===== config.mk =====
export PLATFORM = sky130hd
export DESIGN_NAME = sb_mem_slave
export DESIGN_NICKNAME = d
export VERILOG_FILES = /design/src/rtl/sb_mem_slave.sv
export SDC_FILE = /design/constraint.sdc
export NUM_CORES = 2
export LEC_CHECK = 0
export CAP_MARGIN = 20
export CORE_ASPECT_RATIO = 0.8
export CORE_MARGIN = 2
export CORE_UTILIZATION = 42
export CTS_BUF_LIST = sky130_fd_sc_hd__clkbuf_8
export DETAILED_ROUTE_END_ITERATION = 10
export SYNTH_ARGS = -nofsm -noshare
export SYNTH_HDL_FRONTEND = slang
export SYNTH_SLANG_ARGS = --single-unit
export TNS_END_PERCENT = 100

===== constraint.sdc =====
create_clock -name clk -period 18.9 [get_ports clk]
set_input_delay 5.67 -clock clk [delete_from_list [all_inputs] [get_ports clk]]
set_output_delay 5.67 -clock clk [all_outputs]
set_load 0.05 [all_outputs]

===== src/rtl/sb_mem_slave.sv =====
// Memory-side responder for the simple_bus req/gnt + start/rdy handshake.
// Owns a 2**ADDR_W x DATA_W array; answers read, write, read-increment or error.
module sb_mem_slave #(
    parameter int ADDR_W  = 8,
    parameter int DATA_W  = 8,
    parameter int LATENCY = 2
) (
    input  logic              clk,
    input  logic              rst_n,
    input  logic              req,
    output logic              gnt,
    input  logic              start,
    input  logic [ADDR_W-1:0] addr,
    input  logic [1:0]        mode,
    input  logic [DATA_W-1:0] wdata,
    output logic              rdy,
    output logic [DATA_W-1:0] rdata,
    output logic              err,
    output logic [1:0]        dbg_state
);

    // Handshake: gnt high means the master may pulse start for one cycle;
    // start is only honoured while granted and idle (GRANT), and rdy pulses
    // exactly once, LATENCY cycles later, with rdata/err valid in that cycle only.

    typedef enum logic [1:0] {
        IDLE  = 2'd0,
        GRANT = 2'd1,
        BUSY  = 2'd2,
        DONE  = 2'd3
    } state_t;

    localparam logic [3:0] CNT_LOAD = 4'(LATENCY - 1);
    localparam logic [1:0] MODE_RD  = 2'b00;
    localparam logic [1:0] MODE_WR  = 2'b01;
    localparam logic [1:0] MODE_INC = 2'b10;
    localparam logic [1:0] MODE_ILL = 2'b11;

    state_t            state;
    logic [3:0]        cnt;
    logic [ADDR_W-1:0] cap_addr;
    logic [1:0]        cap_mode;
    logic [DATA_W-1:0] cap_wdata;
    logic [DATA_W-1:0] mem [2**ADDR_W];

    logic              accept;
    logic              commit;
    logic [ADDR_W-1:0] act_addr;
    logic [1:0]        act_mode;
    logic [DATA_W-1:0] act_wdata;
    logic [DATA_W-1:0] rd_word;

    assign dbg_state = state;

    // With LATENCY=1 the commit edge is the accept edge, so the live inputs
    // are used instead of the not-yet-captured copies.
    always_comb begin
        accept    = (state == GRANT) && start;
        commit    = (accept && (LATENCY == 1)) || ((state == BUSY) && (cnt == 4'd1));
        act_addr  = (state == GRANT) ? addr  : cap_addr;
        act_mode  = (state == GRANT) ? mode  : cap_mode;
        act_wdata = (state == GRANT) ? wdata : cap_wdata;
        rd_word   = mem[act_addr];
    end

    always_ff @(posedge clk) begin
        if (!rst_n) begin
            state     <= IDLE;
            gnt       <= 1'b0;
            rdy       <= 1'b0;
            rdata     <= '0;
            err       <= 1'b0;
            cnt       <= 4'd0;
            cap_addr  <= '0;
            cap_mode  <= MODE_RD;
            cap_wdata <= '0;
        end else begin
            rdy   <= 1'b0;
            rdata <= '0;
            err   <= 1'b0;
            if (commit) begin
                rdy <= 1'b1;
                case (act_mode)
                    MODE_RD, MODE_INC: rdata <= rd_word;
                    MODE_ILL:          err   <= 1'b1;
                    default:           rdata <= '0;
                endcase
            end

            case (state)
                IDLE: begin
                    if (req) begin
                        state <= GRANT;
                        gnt   <= 1'b1;
                    end
                end
                GRANT: begin
                    if (start) begin
                        cap_addr  <= addr;
                        cap_mode  <= mode;
                        cap_wdata <= wdata;
                        cnt       <= CNT_LOAD;
                        state     <= (LATENCY == 1) ? DONE : BUSY;
                    end else if (!req) begin
                        state <= IDLE;
                        gnt   <= 1'b0;
                    end
                end
                BUSY: begin
                    cnt <= cnt - 4'd1;
                    if (cnt == 4'd1) begin
                        state <= DONE;
                    end
                end
                DONE: begin
                    if (req) begin
                        state <= GRANT;
                    end else begin
                        state <= IDLE;
                        gnt   <= 1'b0;
                    end
                end
                default: begin
                    state <= IDLE;
                    gnt   <= 1'b0;
                end
            endcase
        end
    end

    // Array is never cleared; a reset on the commit edge suppresses the update.
    always_ff @(posedge clk) begin
        if (rst_n && commit) begin
            case (act_mode)
                MODE_WR:  mem[act_addr] <= act_wdata;
                MODE_INC: mem[act_addr] <= rd_word + DATA_W'(1);
                default:  ;
            endcase
        end
    end

endmodule


## Yosys cells after proc, flatten, opt, wreduce, memory -nomap -nowiden

Memories as Yosys holds them, arrays and structs flattened.
Index checks and enable logic that the tools add are counted.

| storage, ports and cells | value |
|---|---|
| bits in registers | 35 |
| bits in writable memories | 2048 |
| memories | 1 |

| operators by class | value |
|---|---|
| add/sub/neg operators | 2 |
| equality and inequality tests | 12 |
| mux-type cells | 24 |
| bitwise operators | 1 |
| reductions and logical operators | 13 |

Memories:

| memory | words | bits a word | read ports | clocked after memory_dff | write ports | line | text |
|---|---|---|---|---|---|---|---|
| mem | 256 | 8 | 1 | 0 | 1 | 44 | `logic [DATA_W-1:0] mem [2**ADDR_W];` |

Operators by type and width:

| kind | count |
|---|---|
| two-way mux 8 bit | 3 |
| two-way mux 1 bit | 12 |
| two-way mux 2 bit | 5 |
| AND reduction 3 bit | 3 |
| adder 8 x 1 -> 8 bit (second input constant) | 1 |
| equality test 2 bit (second input constant) | 4 |
| one-hot mux 2 bit (4 select lines) | 1 |
| one-hot mux 4 bit (2 select lines) | 1 |
| != test 2 bit (second input constant) | 3 |
| AND reduction 2 bit | 3 |
| equality test 2 x 1 -> 1 bit (second input constant) | 2 |
| equality test 4 x 1 -> 1 bit (second input constant) | 1 |
| zero test 2 bit | 2 |
| two-way mux 4 bit | 1 |
| subtractor 4 x 1 -> 4 bit (second input constant) | 1 |
| != test 3 bit (second input constant) | 1 |
| one-hot mux 1 bit (3 select lines) | 1 |
| nonzero test 3 bit | 1 |
| logical AND 1 bit | 2 |
| != test 2 x 1 -> 1 bit (second input constant) | 1 |
| nonzero test 2 bit | 1 |
| OR reduction 2 bit | 1 |
| OR 1 bit | 1 |

## Depth between registers and ports, before layout

| depth | value |
|---|---|
| word-level depth | 7 |
| depth in mapped cells | 19 |
| depth with buffers taken out | 12 |

## Worst setup path before layout

Ideal clock, no wire load.

| path | value |
|---|---|
| kind | input port to flip-flop |
| start | input rst_n |
| end | memory mem[0][1] (data pin) |
| arrival time | 16.340 ns |
| path slack | 0.373 ns |
| stages | 6 |
| cell sequence | and3_1 clkbuf_1 nand3_1 a21oi_1 clkbuf_1 o21ai_0 |

| between the ends | value |
|---|---|
| longest elaborated chain between the ends | 4 |

RTL lines:

| what | line | text |
|---|---|---|
| from (decl) | 9 | `input logic rst_n,` |
| logical AND 1 bit | 133 | `if (rst_n && commit) begin` |
| two-way mux 1 bit | 133 |  |
| two-way mux 1 bit (not written as such) | 136 | `MODE_INC: mem[act_addr] <= rd_word + DATA_W'(1);` |
| two-way mux 8 bit (no source line) | n/a |  |
| to (decl) | 44 |  |

No other way between the ends.

## Final worst setup path

| path | value |
|---|---|
| start | input addr[1] |
| end | memory mem[251][5] (data pin) |

| between the ends | value |
|---|---|
| longest elaborated chain between the ends | 4 |

RTL lines:

| what | line | text |
|---|---|---|
| from (decl) | 13 | `input logic [ADDR_W-1:0] addr,` |
| two-way mux 8 bit | 60 | `act_addr = (state == GRANT) ? addr : cap_addr;` |
| memory read (256 x 8 bit) | n/a |  |
| adder 8 x 1 -> 8 bit | 136 |  |
| two-way mux 8 bit (no source line) | n/a |  |

No other way between the ends.

==> run summary <==
outcome -> finished with violations
violated checks -> max-slew violations
Reg area -> 0.0622 sq mm
maximum clock path buffer count -> 4
WL final -> 236000 um
htree depth -> 5
Post-CTS Setup Inserts -> 0
Slew @ Worst Pin -> 1.69 ns
initial antenna violation count -> 9
MaxCap Viol Count -> 0
commonest non-fill, non-tap cells in the layout -> edfxtp_1 (2048), o22ai_1 (909), clkbuf_8 (319)
HP Class -> register to register
final worst slack -> 6.59 ns
global-route wire length before repair -> 335000 um
Post-synth EDFFs -> 2048
via count -> 47600
setup TNS -> 0 ns
unrepaired setup endpoints after global routing -> false
final period utilization -> 65.1%
slew margin rel. -> -12.7%
crit path to -> mem[251][5]
Mapped Avg Cell Area -> 16.5 sq um
core area -> 0.183 sq mm
Syn Std Cell Area -> 0.0773 sq mm
worst ir drop on vdd -> 0.0000710 V
# IOs -> 35
syn_nets -> 4699
clk sinks -> 2083
clk root buf -> clkbuf_8
area of the die -> 0.188 sq mm
Final #Nets -> 4823
Syn-to-layout area delta -> 10.6%
DR vias/cell -> 6.42
ys async rst share -> 0%
reg2reg end -> mem[251][5]
Max Slew Vio Count -> 127
grt total ovfl -> 0
Ys Warns -> 0
vias in the first global route -> 45100
WP data required -> 19.58 ns
Placement Setup Slack -> 5.78 ns
minimum clock period -> 12.31 ns
R2R depth -> 16
Starting Density -> 42.4%
Die X -> 484 um
Post-Synthesis Cells -> 4674
Num CTS Buffers -> 315
row cnt -> 140
crit path capture type -> register
WL/cell -> 31.8 um
gp weighted congestion -> 0.864
crit path DAT -> 12.99 ns
overall routing resource usage -> 24.6%
drt pass-1 iters -> 6
final-report setup violation count -> 0
Seq/Total Area, Yosys -> 80.5%
hold buffers post-CTS -> 0
Total Power -> 9.12 mW
die height -> 388 um
Max Clk Rate -> 81.2 MHz
Post-DRT Antenna Nets -> 0
LEAKAGE -> 25.0 nW
CTS clk-pin slew, worst paths -> 0.06 ns
CTS tree -> built
Startpoint Class -> input port
most common cell after layout, fill and taps aside -> edfxtp_1
layout cell share with drive strength beyond 1 -> 10.4%
dominant synthesized flop cell -> edfxtp_1
clk_lat worst skew -> 1.05 ns
Starting DRT DRC Count -> 7362
largest net degree at the start of global routing -> 241
FF-to-FF setup slack -> 10.36 ns
Fin. Hold Viols -> 0
clk_skew -> 0.0664 ns
Power Density -> 107 mW/mm^2
# resized after CTS -> 0
fill cell count -> 15500
Crit Path Category -> input port to register
post-route DRC violation count -> 0
Worst Path Max Fanout -> 108
HPWL Detailed -> 127000 um
launch point of the worst path -> addr[1]
count of distinct cell types in the synthesized netlist -> 66
FF+latch count, synth -> 2083
Port Buf Inserts -> 34
multi-input combinational cell area -> 0.0136 sq mm
worst max-delay path, cell delays in order:
cell and delay, ns:
clkdlybuf4s50_1 0.54, nand2b_1 0.22, mux2_8 0.62, buf_12 0.52, buf_4 0.66, o22ai_1 0.14, o21ai_0 0.27, a41oi_1 0.18
nor4_2 0.94, nand4_1 0.37, nor4b_4 0.39, nand3_1 0.15, xor2_1 0.19, a21oi_4 0.18, buf_4 0.69, buf_4 0.71
registers in the layout, indices dropped and copies added, names as in the netlist, named ones only:
| register | count |
|---|---|
| cap_addr | 8 |
| cap_mode | 2 |
| cap_wdata | 8 |
| cnt | 4 |
| dbg_state | 1 |
| err | 1 |
| gnt | 1 |
| mem | 2048 |
| rdata | 8 |
| rdy | 1 |
Yosys cell counts (all sizes together) (20+ instances only):
master	instances	area, sq um
a22o	24	210
nand2	97	367
a22oi	82	616
nor3	272	1360
o21ai	176	881
a41oi	39	349
a21oi	60	300
o22ai	909	5690
nor4	73	457
edfxtp	2048	61500
o31ai	51	383
nor2	273	1020
clkbuf	120	450
a221oi	24	210
buf	219	1440
dfxtp	35	701
a21boi	20	150
cell families after synthesis:
| family | synth area share [%] |
|---|---|
| simple gates | 4.70 |
| flops | 80.5 |
| mux | 0.214 |
| buf+inv | 2.48 |
| compound gates | 12.0 |
| xor+xnor | 0.0906 |
| fa+ha+maj | 0.0486 |
per-layer routing:
metal  vias to the layer above  routed length, um  GRT usage [%]
li1                      19600                  -              -
met1                     24300              97600           36.3
met2                      3192             102000           34.7
met3                       504              29000           6.87
met4                         6               7480           8.70
met5                         -                 44              0
where the power goes:
part           total, mW  switching (mW)  internal (mW)
clock               3.29            1.71           1.58
combinational      0.699           0.541          0.159
sequential          5.13         0.00336           5.12
metrics by stage:
step	area (sq um)	hold WS, ns	instances	util [%]
2_1_floorplan	77300	0.439	4674	-
3_3_place_gp	80000	0.450	6877	43.8
3_5_place_dp	80100	0.459	6887	43.9
4_1_cts	85300	0.467	7409	46.8
5_1_grt	85500	0.500	7418	46.8
6_report	85500	0.469	7422	46.8
how the worst min path moves through the flow:
stage	slack, ns	startpoint	cells past startpoint	to
finish	0.47	cap_wdata[7]	2	cap_wdata[7]
global route	0.50	cap_wdata[2]	2	cap_wdata[2]
CTS	0.47	cap_wdata[4]	2	cap_wdata[4]
detailed placement	0.46	cap_wdata[4]	2	cap_wdata[4]
global placement	0.45	cap_wdata[4]	2	cap_wdata[4]
floorplan	0.44	cap_wdata[5]	2	cap_wdata[5]
cell type report:
class	instances	area share (%)
sequential	2083	72.8
multi-input combinational	2243	15.9
inverter	9	0.0395
clock inverter	203	1.01
tap	2414	3.53
clock buffer	319	5.14
timing repair buffer	146	1.60
antenna	5	0.0146
Note: power is estimated with default switching activity, not from simulation.
